===== config.mk =====
export PLATFORM = sky130hd
export DESIGN_NAME = door_motion_sequencer
export DESIGN_NICKNAME = d
export VERILOG_FILES = /design/src/rtl/door_pkg.sv /design/src/rtl/door_timer.sv /design/src/rtl/door_motion_sequencer.sv
export SDC_FILE = /design/constraint.sdc
export NUM_CORES = 1
export LEC_CHECK = 0
export CAP_MARGIN = 0
export CORE_MARGIN = 5
export CORE_UTILIZATION = 45
export CTS_CLUSTER_DIAMETER = 200
export DETAILED_ROUTE_END_ITERATION = 7
export DONT_BUFFER_PORTS = 1
export SETUP_SLACK_MARGIN = 0.1
export SLEW_MARGIN = 10
export SYNTH_ARGS = -nofsm -noshare
export SYNTH_HDL_FRONTEND = slang
export SYNTH_SLANG_ARGS = --single-unit

===== constraint.sdc =====
create_clock -name Clock -period 2.65 [get_ports Clock]
set_clock_uncertainty 0.1 [all_clocks]
set_input_delay 0.53 -clock Clock [delete_from_list [all_inputs] [get_ports Clock]]
set_output_delay 0.53 -clock Clock [all_outputs]
set_load 0.02 [all_outputs]

===== src/rtl/door_pkg.sv =====
// Shared types for the garage-door motion sequencer: state encoding, motor
// commands and run direction.
package door_pkg;

  typedef enum logic [2:0] {
    IDLE_MID = 3'd0,
    CLOSED   = 3'd1,
    OPEN     = 3'd2,
    DEAD_UP  = 3'd3,
    DEAD_DN  = 3'd4,
    OPENING  = 3'd5,
    CLOSING  = 3'd6,
    FAULT    = 3'd7
  } door_state_t;

  localparam logic [1:0] MOTOR_STOP = 2'b00;
  localparam logic [1:0] MOTOR_UP   = 2'b01;
  localparam logic [1:0] MOTOR_DOWN = 2'b10;

  typedef enum logic {
    DIR_UP   = 1'b0,
    DIR_DOWN = 1'b1
  } dir_t;

  // The motor only runs in the two travel states; everything else holds it off.
  function automatic logic [1:0] motor_for(input door_state_t s);
    case (s)
      OPENING: motor_for = MOTOR_UP;
      CLOSING: motor_for = MOTOR_DOWN;
      default: motor_for = MOTOR_STOP;
    endcase
  endfunction

endpackage


===== src/rtl/door_timer.sv =====
// Saturating cycle counter with synchronous clear; tc_o flags the last counted
// cycle (count == TERM-1) while enabled. TERM of 0 disables the terminal count.
module door_timer #(
  parameter int          CW   = 31,
  parameter int unsigned TERM = 1
) (
  input  logic clk_i,
  input  logic clr_i,
  input  logic en_i,
  output logic tc_o
);

  localparam logic [CW-1:0] LAST   = CW'(TERM - 1);
  localparam bit            ACTIVE = (TERM != 0);

  logic [CW-1:0] cnt_q, cnt_d;

  always_comb begin
    cnt_d = cnt_q;
    if (clr_i) begin
      cnt_d = '0;
    end else if (en_i && (cnt_q != '1)) begin
      cnt_d = cnt_q + 1'b1;
    end
  end

  always_ff @(posedge clk_i) begin
    cnt_q <= cnt_d;
  end

  assign tc_o = ACTIVE && en_i && (cnt_q == LAST);

endmodule


===== src/rtl/door_motion_sequencer.sv =====
// Garage-door motor sequencer: dead time before every run, travel watchdog,
// obstruction auto-reverse and auto-close. All outputs registered.
module door_motion_sequencer
  import door_pkg::*;
#(
  parameter int unsigned TRAVEL_MAX = 500000000,
  parameter int unsigned AUTO_CLOSE = 1500000000,
  parameter int unsigned DEAD_TIME  = 2500000,
  parameter int          CW         = 31
) (
  input  logic       Clock,
  input  logic       ResetN,
  input  logic       Bo,
  input  logic       UpperLS,
  input  logic       LowerLS,
  input  logic       Obstruct,
  output logic [1:0] M,
  output logic       Fault,
  output logic [2:0] State
);

  door_state_t state_q, state_d;
  dir_t        dir_q, dir_d;
  logic [1:0]  m_q;
  logic        fault_q;

  logic travel_tc, close_tc, dead_tc;
  logic enter, restart;
  logic travel_en, close_en, dead_en;

  assign travel_en = (state_q == OPENING) || (state_q == CLOSING);
  assign close_en  = (state_q == OPEN) && !Obstruct;
  assign dead_en   = (state_q == DEAD_UP) || (state_q == DEAD_DN);
  assign enter     = (state_d != state_q);
  // A broken beam during the closing dead time re-arms the full dead time.
  assign restart   = (state_q == DEAD_DN) && Obstruct;

  always_comb begin
    state_d = state_q;
    if (UpperLS && LowerLS) begin
      state_d = FAULT;
    end else begin
      case (state_q)
        CLOSED:   if (Bo) state_d = DEAD_UP;
        OPEN: begin
          if (Bo)                       state_d = DEAD_DN;
          else if (!Obstruct && close_tc) state_d = DEAD_DN;
        end
        IDLE_MID: if (Bo) state_d = (dir_q == DIR_DOWN) ? DEAD_UP : DEAD_DN;
        DEAD_UP: begin
          if (Bo)           state_d = IDLE_MID;
          else if (dead_tc) state_d = OPENING;
        end
        DEAD_DN: begin
          if (Obstruct)     state_d = DEAD_DN;
          else if (Bo)      state_d = IDLE_MID;
          else if (dead_tc) state_d = CLOSING;
        end
        OPENING: begin
          if (travel_tc)    state_d = FAULT;
          else if (UpperLS) state_d = OPEN;
          else if (Bo)      state_d = IDLE_MID;
        end
        CLOSING: begin
          if (travel_tc)     state_d = FAULT;
          else if (Obstruct) state_d = DEAD_UP;
          else if (LowerLS)  state_d = CLOSED;
          else if (Bo)       state_d = IDLE_MID;
        end
        FAULT:   state_d = FAULT;
        default: state_d = FAULT;
      endcase
    end
  end

  always_comb begin
    dir_d = dir_q;
    if (state_d == OPENING)      dir_d = DIR_UP;
    else if (state_d == CLOSING) dir_d = DIR_DOWN;
  end

  always_ff @(posedge Clock) begin
    if (!ResetN) begin
      state_q <= LowerLS ? CLOSED : (UpperLS ? OPEN : IDLE_MID);
      dir_q   <= DIR_DOWN;
      m_q     <= MOTOR_STOP;
      fault_q <= 1'b0;
    end else begin
      state_q <= state_d;
      dir_q   <= dir_d;
      m_q     <= motor_for(state_d);
      fault_q <= (state_d == FAULT);
    end
  end

  door_timer #(.CW(CW), .TERM(TRAVEL_MAX)) u_travel (
    .clk_i (Clock),
    .clr_i (!ResetN || enter),
    .en_i  (travel_en),
    .tc_o  (travel_tc)
  );

  door_timer #(.CW(CW), .TERM(AUTO_CLOSE)) u_close (
    .clk_i (Clock),
    .clr_i (!ResetN || enter || ((state_q == OPEN) && Obstruct)),
    .en_i  (close_en),
    .tc_o  (close_tc)
  );

  door_timer #(.CW(CW), .TERM(DEAD_TIME)) u_dead (
    .clk_i (Clock),
    .clr_i (!ResetN || enter || restart),
    .en_i  (dead_en),
    .tc_o  (dead_tc)
  );

  assign M     = m_q;
  assign Fault = fault_q;
  assign State = state_q;

endmodule


==> results.toml <==
[pwr]
leakagePower_uw = 0.00225
power.density_nw_per_um2 = 514
vdd_drop_max_uv = 386

[synth]
synthFlopType = "dfxtp_1"
synth.yosys.warnings = 0
yosys.area.top_type = "dfxtp_1"
syn_inst = 652
syn-cell-area_um2 = 5780
synth-async-reset-ratio_pct = 0
synth_seq_area_share_pct = 34.7
synth_area_leaders = "dfxtp_1 35%, nor3_2 10%, xor2_1 6.8%"
avgSynthCellArea_um2 = 8.86
synth_top_area_share_pct = 34.7
netlist-cell-type-count = 66
ys_seq_elements = 100
synth_edf_count = 0
syn_nets = 661

[layout]
syn_to_final_growth_pct = 21.4
nFillCells = 1156
seqCellArea_um2 = 2010
drive_above_1_share_pct = 28.1
final_common_cell = "dfxtp_1"
antenna_cells = 0
mostFrequentLayoutCells = "94 x dfxtp_1, 62 x nor3_2, 53 x nor2_1, 53 x buf_4, 45 x xor2_1"
stdcell_count = 880
multi_input_area_um2 = 3750
final_core_util_pct = 55.6
final_nets = 712

[placement]
gp_congestion = 0.886
port-buffer-count = 0
hpwl_um = 9470
dp.cells = 844

[clocking]
clk_latency_ns = 0.35
cts_tree = "done"
clock-root-buffer = "clkbuf_16"
clockBufferDepth = 2
clkTransAtPathRegs_ns = 0.07
hold_buffers = 0
clock-sinks = 100
htree_num_levels = 3
cts_made_buffers = 9

[worst_setup_path]
arrival_ns = 2.61
path_class = "reg -> reg"
end_kind = "flip-flop"
r2r_cells = 8
slowest_delay_ns = 0.46
start_kind = "flip-flop"
cpLargestDelayFamily = "simple AND/OR/NAND/NOR gates"
cp_max_fo = 5
worst-path-buf-inv = 1
worstSetupPathDepth = 8
path_cells = "nor2b_2, o21ai_2, buf_4, a31o_2, or4_4, or3_1, xor2_1, nor2_2"
r2r_slack_ns = 0.19
slowest_stage = "or4_4"
worstPathRequired_ns = 2.80

[timing]
setup_viol = 0
layout_min_cycle_time_ns = 2.46
fmax_mhz = 407
relSlewSlack_pct = 36.9
worst_pin_slew_ns = 0.931
hold_viol_final = 0
timing.final.crit_share_pct = 92.7
slew_viol_final = 0
rsz0062_at_grt = "yes"

[grt]
antenna_found_initial = 0
grt_pass1_vias = 4716
grt_usage_pct = 18.6
grt.overflow.total = 0
grt_max_degree = 32
grt_pass1_wl_um = 22900

[detailed_routing]
drt_iter0_drc = 405
drt-total-wl_um = 14500
via_per_inst = 5.72
drt_pre_antenna_iters = 4
ant_nets = 0
vias = 5036
routedWlPerCell_um = 16.5
drcViolationCount = 0

[floorplan]
num_rows = 41
core_area_um2 = 12600
io_pins = 12
die_y_um = 123
die_w_um = 123
fp.dieArea_um2 = 15200
initial_utilization_pct = 45.8

[hold_path]
min_path_cells = 1
hold_path_class = "in -> reg"

[job]
cap_viol_max_count = 0

[status]
status = "finished clean"
==> routing by layer <==
metal	up-vias	GRT usage [%]	share of wire [%]
met2	112	29.6	47
li1	2467	-	-
met5	-	0	0
met4	0	5.05	1.2
met3	16	4.71	4.7
met1	2441	25.2	47
==> Yosys cell counts, types with 4 or more instances <==
cell,n
a21oi_1,7
a31oi_1,6
and2_1,8
and3_1,25
and4_1,9
and4b_1,4
buf_2,11
buf_4,4
buf_6,6
clkbuf_1,7
dfxtp_1,100
inv_1,12
nand2_1,43
nand2b_1,4
nand3_1,40
nand3b_1,4
nand4_1,37
nor2_1,58
nor3_1,29
nor3_2,58
nor4_1,17
nor4b_1,10
nor4bb_1,5
o21ai_0,4
xnor2_1,40
xor2_1,45
==> path summary, 6_finish.rpt <==
path	startpoint	endpoint
worst max-delay path	State[1]	u_travel.cnt_q[28]
worst min-delay path	ResetN	State[0]
worst min register to register	u_travel.cnt_q[1]	u_travel.cnt_q[1]
worst max register to register	State[1]	u_travel.cnt_q[28]
==> sequential cells by signal (all words and copies together) (netlist names) <==
signal          flops
State               3
dir_q               1
M                   2
u_dead.cnt_q       31
u_close.cnt_q      31
Fault               1
u_travel.cnt_q     31
==> cell type report <==
class                      instances  area share (%)
timing repair buffer              70            10.2
sequential                       100            28.7
tap                              172            3.07
clock buffer                      11            3.32
clock inverter                     5           0.535
multi-input combinational        508            53.5
inverter                          14           0.749
==> power breakdown <==
group	internal, uW	total, uW	switching, uW
registers	1520	1550	30.8
logic	336	823	486
clock network	641	1230	585
==> stage by stage <==
stage / power (uW) / instance area [um2] / TNS (ns) / worst slack, ns / hold slack (ns)
after floorplan: 2040 / 5780 / 0 / 0.278 / 0.352
after global placement: 2200 / 6280 / 0 / 0.0447 / 0.370
after detailed placement: 2220 / 6280 / -0.0615 / -0.0615 / 0.378
after CTS: 3470 / 6610 / 0 / 0.111 / 0.156
after global routing: 3770 / 7020 / 0 / 0.0328 / 0.139
final: 3600 / 7020 / 0 / 0.193 / 0.162
==> cells by family (layout without fill, tap and decap cells) <==
family / after synthesis / count (layout) / share of synthesized area (%)
simple gates: 381 / 381 / 42.6
flops: 100 / 100 / 34.7
xor+xnor: 85 / 85 / 12.9
buf+inv: 44 / 100 / 4.14
compound gates: 34 / 34 / 4.07
mux: 5 / 5 / 1.02
fa+ha+maj: 3 / 3 / 0.650
==> timing repair <==
item,4_1_cts,5_1_grt
setup endpoints to repair,94,95
cloned,0,8
gates resized for setup,5,45
pin swaps,2,9
buffers inserted,3,9
Note: power is estimated with default switching activity, not from simulation.
